--- config.mk ---
export PLATFORM = sky130hd
export DESIGN_NAME = seq_detector_param
export DESIGN_NICKNAME = d
export VERILOG_FILES = /design/src/rtl/seq_detector_param.sv
export SDC_FILE = /design/constraint.sdc
export NUM_CORES = 1
export LEC_CHECK = 0
export ABC_AREA = 1
export CORE_MARGIN = 2
export CORE_UTILIZATION = 40
export DETAILED_ROUTE_END_ITERATION = 8
export GPL_TIMING_DRIVEN = 1
export SYNTH_ARGS = -nofsm -noshare
export SYNTH_HDL_FRONTEND = slang
export SYNTH_SLANG_ARGS = --single-unit
--- constraint.sdc ---
create_clock -name clock -period 4.6 [get_ports clock]
set_input_delay 0.92 -clock clock [delete_from_list [all_inputs] [get_ports clock]]
set_output_delay 0.92 -clock clock [all_outputs]
set_load 0.01 [all_outputs]
--- src/rtl/seq_detector_param.sv ---
// Programmable serial sequence detector. It compares a shift history of
// accepted bits against a loadable pattern, length and don't-care mask.
// It raises a one-cycle match pulse and keeps a saturating match counter.
module seq_detector_param #(
    parameter int unsigned                 MAX_LEN         = 8,
    parameter int unsigned                 LEN_W           = 4,
    parameter int unsigned                 CNT_W           = 8,
    parameter logic [MAX_LEN-1:0]          DEFAULT_PATTERN = MAX_LEN'(8'b0000_1011),
    parameter int unsigned                 DEFAULT_LEN     = 4
) (
    input  logic               clock,
    input  logic               reset,
    input  logic               sequence_in,
    input  logic               in_valid,
    input  logic               pattern_load,
    input  logic [MAX_LEN-1:0] pattern_in,
    input  logic [LEN_W-1:0]   len_in,
    input  logic [MAX_LEN-1:0] mask_in,
    input  logic               overlap_en,
    input  logic               count_clr,
    output logic               detector_out,
    output logic [CNT_W-1:0]   match_count,
    output logic [LEN_W-1:0]   fill
);

    localparam logic [LEN_W-1:0] LEN_MAX = LEN_W'(MAX_LEN);
    localparam logic [LEN_W-1:0] LEN_DEF = LEN_W'(DEFAULT_LEN);
    localparam logic [CNT_W-1:0] CNT_MAX = '1;

    logic [MAX_LEN-1:0] r_pattern;
    logic [MAX_LEN-1:0] r_mask;
    logic [LEN_W-1:0]   r_len;
    logic [MAX_LEN-1:0] r_hist;
    logic [LEN_W-1:0]   r_fill;
    logic               r_det;
    logic [CNT_W-1:0]   r_count;

    logic [MAX_LEN-1:0] w_hist_next;
    logic [LEN_W-1:0]   w_fill_next;
    logic [MAX_LEN-1:0] w_lenmask;
    logic [LEN_W-1:0]   w_len_load;
    logic               w_match;

    // Next history/fill, active-length mask and the match decision for this cycle
    always_comb begin
        w_hist_next = {r_hist[MAX_LEN-2:0], sequence_in};
        w_fill_next = (r_fill >= r_len) ? r_len : r_fill + LEN_W'(1);
        w_lenmask   = '0;
        for (int i = 0; i < MAX_LEN; i++) begin
            w_lenmask[i] = (LEN_W'(i) < r_len);
        end
        w_len_load  = ((len_in == '0) || (len_in > LEN_MAX)) ? LEN_MAX : len_in;
        w_match     = in_valid && !pattern_load && (w_fill_next == r_len) &&
                      (((w_hist_next ^ r_pattern) & r_mask & w_lenmask) == '0);
    end

    // Programmable pattern, mask and clamped length
    always_ff @(posedge clock) begin
        if (reset) begin
            r_pattern <= DEFAULT_PATTERN;
            r_mask    <= '1;
            r_len     <= LEN_DEF;
        end else if (pattern_load) begin
            r_pattern <= pattern_in;
            r_mask    <= mask_in;
            r_len     <= w_len_load;
        end
    end

    // Shift history and window fill; a load restarts the window, a gap holds it
    always_ff @(posedge clock) begin
        if (reset || pattern_load) begin
            r_hist <= '0;
            r_fill <= '0;
        end else if (in_valid) begin
            r_hist <= w_hist_next;
            r_fill <= (w_match && !overlap_en) ? '0 : w_fill_next;
        end
    end

    // One-cycle match pulse, registered
    always_ff @(posedge clock) begin
        if (reset) begin
            r_det <= 1'b0;
        end else begin
            r_det <= w_match;
        end
    end

    // Saturating match counter; clear beats a coincident match
    always_ff @(posedge clock) begin
        if (reset || count_clr) begin
            r_count <= '0;
        end else if (w_match && (r_count != CNT_MAX)) begin
            r_count <= r_count + CNT_W'(1);
        end
    end

    assign detector_out = r_det;
    assign match_count  = r_count;
    assign fill         = r_fill;

endmodule

== After elaboration in Yosys (flattened, before gate mapping) ==
Cells that the tools add are included.

* Register bits after elaboration: 40
* Input port bits: 27
* Output and inout bits: 13
* Word-level logic and storage cells: 39

* Add/sub/neg operators: 2
* Magnitude comparators: 10
* Eq/ne operators: 2
* Multiplexer cells: 3
* Bitwise gates (word level): 3
* Reductions and logical operators: 12

{| class="wikitable"
|+ Operators by type and width
! cell !! count
|-
| 8-bit AND || 2
|-
| 3-bit by 4-bit less-than comparator with 1-bit output, first input constant || 4
|-
| 4-bit two-way mux || 3
|-
| 8-bit by 1-bit adder with 8-bit output, second input constant || 1
|-
| 8-bit logical NOT || 1
|-
| 1-bit by 4-bit less-than comparator with 1-bit output, first input constant || 2
|-
| 2-bit by 4-bit less-than comparator with 1-bit output, first input constant || 2
|-
| 8-bit inequality test, second input constant || 1
|-
| 8-bit XOR || 1
|-
| 1-bit logical AND || 5
|-
| 4-bit by 1-bit adder with 4-bit output, second input constant || 1
|-
| 4-bit == test || 1
|-
| 4-bit greater-or-equal comparator || 1
|-
| 4-bit > comparator, second input constant || 1
|-
| 4-bit logical NOT || 1
|-
| 1-bit logical OR || 3
|-
| 1-bit logical NOT || 2
|}

== Longest topological paths before layout ==
* Depth after elaboration: 7
* Depth in mapped cells: 15
* Depth with buffers taken out: 15

== Least setup slack after synthesis ==
OpenSTA, ideal clock, no wires.

* Path kind: reg-to-reg
* Start: reg r_fill[0], in the netlist fill[0]
* End: reg r_count[0], in the netlist match_count[0]
* Setup time: 123 ps
* Arrival: 1,881 ps
* Required time: 4,477 ps
* Slack: 2,596 ps
* Stages on the path, launching flop included: 16
* Path buffers: 0
* Period minus slack after synthesis: 2,004 ps
* Path through: dfxtp_1 > inv_1 > ha_1 > inv_1 > nand2_1 > nand2_1 > nand2_1 > nand2_1 > nand2_1 > nor2_1 > nand2_1 > nand2_1 > nor2_1 > nand4_2 > nand2_1 > a21oi_1

* Word-level cells in the longest chain between the ends: 6
* Elaborated cells between the ends (all ways): 7
* Those cells by class: add/sub (1); order compare (1); eq/ne (1); mux (1); reduce/logical (3)

{| class="wikitable"
|+ RTL lines
! item !! RTL line !! source
|-
| from (decl) || 34 || <nowiki>logic [LEN_W-1:0] r_fill;</nowiki>
|-
| from (signal assigned) || 77 || <nowiki>r_fill <= (w_match && !overlap_en) ? '0 : w_fill_next;</nowiki>
|-
| 4-bit by 1-bit adder with 4-bit output or 4-bit greater-or-equal comparator (tied branches) || 47 || <nowiki>w_fill_next = (r_fill >= r_len) ? r_len : r_fill + LEN_W'(1);</nowiki>
|-
| 4-bit two-way mux (*) || 47 ||
|-
| 4-bit == test (*) || 53 || <nowiki>w_match = in_valid && !pattern_load && (w_fill_next == r_len) &&</nowiki>
|-
| 1-bit logical AND (*) (2 in a row) || 53 ||
|-
| 1-bit logical AND (*) || 94 || <nowiki>end else if (w_match && (r_count != CNT_MAX)) begin</nowiki>
|-
| to (signal assigned) || 95 || <nowiki>r_count <= r_count + CNT_W'(1);</nowiki>
|-
| to (decl) || 36 || <nowiki>logic [CNT_W-1:0] r_count;</nowiki>
|}

Mark *: on every way between the ends. The rest lies on a longest branch, timed or not.
A chain may end at the register's enable or synchronous reset.

== Final worst setup path ==
* Start: in in_valid
* End: reg r_count[4], in the netlist match_count[4]

* Word-level cells in the longest chain between the ends: 4

{| class="wikitable"
|+ RTL lines
! item !! RTL line !! source
|-
| from (decl) || 14 || <nowiki>input logic in_valid,</nowiki>
|-
| 1-bit logical AND (3 in a row) || 53 ||
|-
| 1-bit logical AND || 94 ||
|}

Every way passes these cells.

==> flow_summary.json <==
{
  "yosysTopAreaCellShare": 0.380,
  "drtAntennaViolNets": 0,
  "postCtsResizedCells": 0,
  "grt.overflow.total": 0,
  "wl_um": 5110,
  "muxShareOfSynthArea": 0,
  "fin_crit_sh": 0.557,
  "critPathKind": "in2reg",
  "finClkSkew_ns": 0.00524,
  "r2r_cells": 13,
  "r2r-end": "match_count[7]",
  "multi_input_area_mm2": 0.00117,
  "min_period_ns": 2.56,
  "fp-row-count": 26,
  "drc": 0,
  "p_per_area_mw_per_mm2": 269,
  "synthSimpleGateAreaFrac": 0.370,
  "tns_ns": 0,
  "arrival_ns": 2.78,
  "drv_cap": 0,
  "cts_made_buffers": 5,
  "io_pins": 40,
  "worstHoldPathType": "reg2reg",
  "slew_violations": 0,
  "cts_buffer_depth": 2,
  "hold_viol": 0,
  "crit_path_start": "in_valid",
  "tightest_slew_ns": 0.505,
  "synth-compound-area-share": 0.119,
  "hold_start": "r_mask[0]",
  "grt_max_degree": 22,
  "first_iter_violations": 127,
  "htree_levels": 2,
  "clkSinkCount": 40,
  "ys_ff_latch": 40,
  "setup_viol": 0,
  "syn_to_final_growth_pct": 25.8,
  "seq_area_um2": 801,
  "fmax_ghz": 0.390,
  "cts_tree": "done",
  "wl_per_cell_um": 12.1,
  "grt_pass1_wl_um": 8840,
  "port_buffers": 39,
  "initial_utilization": 0.412,
  "max-slew-margin-rel": 0.663,
  "syn-cell-area_mm2": 0.00211,
  "die_h_um": 76.6,
  "synthAdderAreaFrac": 0.0357,
  "r2r_setup_slack_ns": 2.20,
  "critPathMaxFanout": 16,
  "clk_pin_slew_ns": 0.08,
  "synth_top_family_by_area": "simple AND/OR/NAND/NOR gates",
  "syn_area_per_cell_um2": 6.77,
  "grt_pass1_vias": 1918,
  "first_pass_iters": 4,
  "synth_top_flop_cell": "dfxtp_1",
  "critPathCaptureType": "register",
  "rsz0062_at_grt": "no",
  "p_leak_uw": 0.00113,
  "worstReg2RegStart": "r_len[1]",
  "core_area_mm2": 0.00511,
  "synthCells": 311,
  "synth_xor_area_frac": 0.0291,
  "vias": 2068,
  "cts_root_buf": "clkbuf_8",
  "yosysWarnings": 0,
  "synth.largest_area_cell": "dfxtp_1",
  "drive_gt1_frac": 0.0623,
  "pre_cts_ws_ns": 1.72,
  "timing.final.ws_setup_ns": 2.04,
  "antenna_found_initial": 0,
  "dpl-instance-area_mm2": 0.00257,
  "status": "completed",
  "async_flop_share": 0,
  "diodes": 0,
  "fin_nets": 386,
  "grt_use_total": 0.186,
  "fin_util": 0.519,
  "ir_worst_vdd_mv": 0.175,
  "synthTopCellsByArea": "dfxtp_1, nand2_1, nand3_1",
  "worstSetupStartpointType": "input pin",
  "die_w_um": 76.6,
  "endpoint": "match_count[4]",
  "dp_hpwl_um": 3860,
  "fillCellCount": 548,
  "cts_setup_buffers": 0,
  "die_area_mm2": 0.00586,
  "hold_buffers": 0,
  "viasPerCell": 4.89,
  "required_ns": 4.82,
  "yosysMostFrequentCell": "nand2_1",
  "place_congestion": 0.877,
  "fin_area_mm2": 0.00265,
  "syn_nets": 344,
  "synth_cell_types": 24,
  "ys_seq_area_frac": 0.380,
  "synth-edff-count": 0,
  "synth_common_cells": "nand2_1, dfxtp_1, nor2_1, nand3_1",
  "clock_latency_ns": 0.29
}
[how the worst min path moves through the flow]
stage                 to  cells past startpoint
2_1_floorplan  r_mask[0]                      2
3_3_place_gp   r_mask[0]                      2
3_5_place_dp   r_mask[0]                      2
4_1_cts        r_mask[0]                      2
5_1_grt        r_mask[5]                      2
6_report       r_mask[0]                      2
[metrics by stage]
step | cells | total power (uW) | hold slack [ns]
after floorplan | 311 | 454 | 0.429
after CTS | 423 | 718 | 0.464
final | 423 | 714 | 0.465
after detailed placement | 416 | 503 | 0.445
after global placement | 416 | 502 | 0.445
after global routing | 423 | 753 | 0.496
[layout by cell type, fill, tap and decap left out]
cell / n
xnor2_1: 4
nor2_4: 4
nand4_2: 1
nor2_1: 36
xor2_1: 3
nand3_2: 3
o21ai_0: 13
clkbuf_8: 5
a21oi_2: 2
buf_4: 1
a211oi_1: 2
nor3_1: 2
clkdlybuf4s50_1: 39
o211ai_1: 1
ha_1: 6
clkbuf_1: 1
inv_1: 25
a21boi_2: 1
clkinv_2: 1
inv_2: 4
dfxtp_1: 40
nand3_1: 35
nand2_1: 89
a221oi_1: 1
nand4_1: 5
clkinv_1: 3
a21oi_1: 25
or2_0: 1
[worst max-delay path: stages]
cell and delay, ns:
clkdlybuf4s50_1 0.63, inv_2 0.21, nor2_4 0.11, nand2_1 0.05, nor2_1 0.10, nand2_1 0.09, nor2_4 0.12, nand3_2 0.12
nor2_4 0.20, nand3_1 0.10, a21oi_1 0.14
[final cells by class]
cell class / instances / share of cell area
inverter: 32 / 0.0453
timing repair buffer: 40 / 0.150
tap: 70 / 0.0331
clock inverter: 1 / 0.00189
multi-input combinational: 234 / 0.440
sequential: 40 / 0.302
clock buffer: 6 / 0.0274
[state kept, by name, indices dropped and copies added, names as in the netlist]
| signal | count |
|---|---|
| r_mask | 8 |
| r_pattern | 8 |
| match_count | 8 |
| r_hist | 7 |
| fill | 4 |
| r_len | 4 |
| detector_out | 1 |
[power by group]
part | internal (uW) | switching (uW) | total, uW
logic | 52.8 | 67.6 | 120
registers | 361 | 13.1 | 374
clock network | 103 | 116 | 220
[layer usage]
layer | track usage | wire length (um) | vias up
met4 | 0.0600 | 34 | 0
met2 | 0.298 | 2270 | 45
li1 | - | - | 1097
met5 | 0 | 0 | -
met1 | 0.250 | 2570 | 924
met3 | 0.0379 | 231 | 2
[logic make-up after synthesis]
| group | after synthesis |
|---|---|
| adders and majority gates | 6 |
| DFF | 40 |
| and+or+nand+nor | 176 |
| AOI/OAI and AO/OA | 45 |
| xor gates and xnor gates | 7 |
| buffers and inverters | 37 |
No activity file was read; power rests on OpenSTA's default activity.
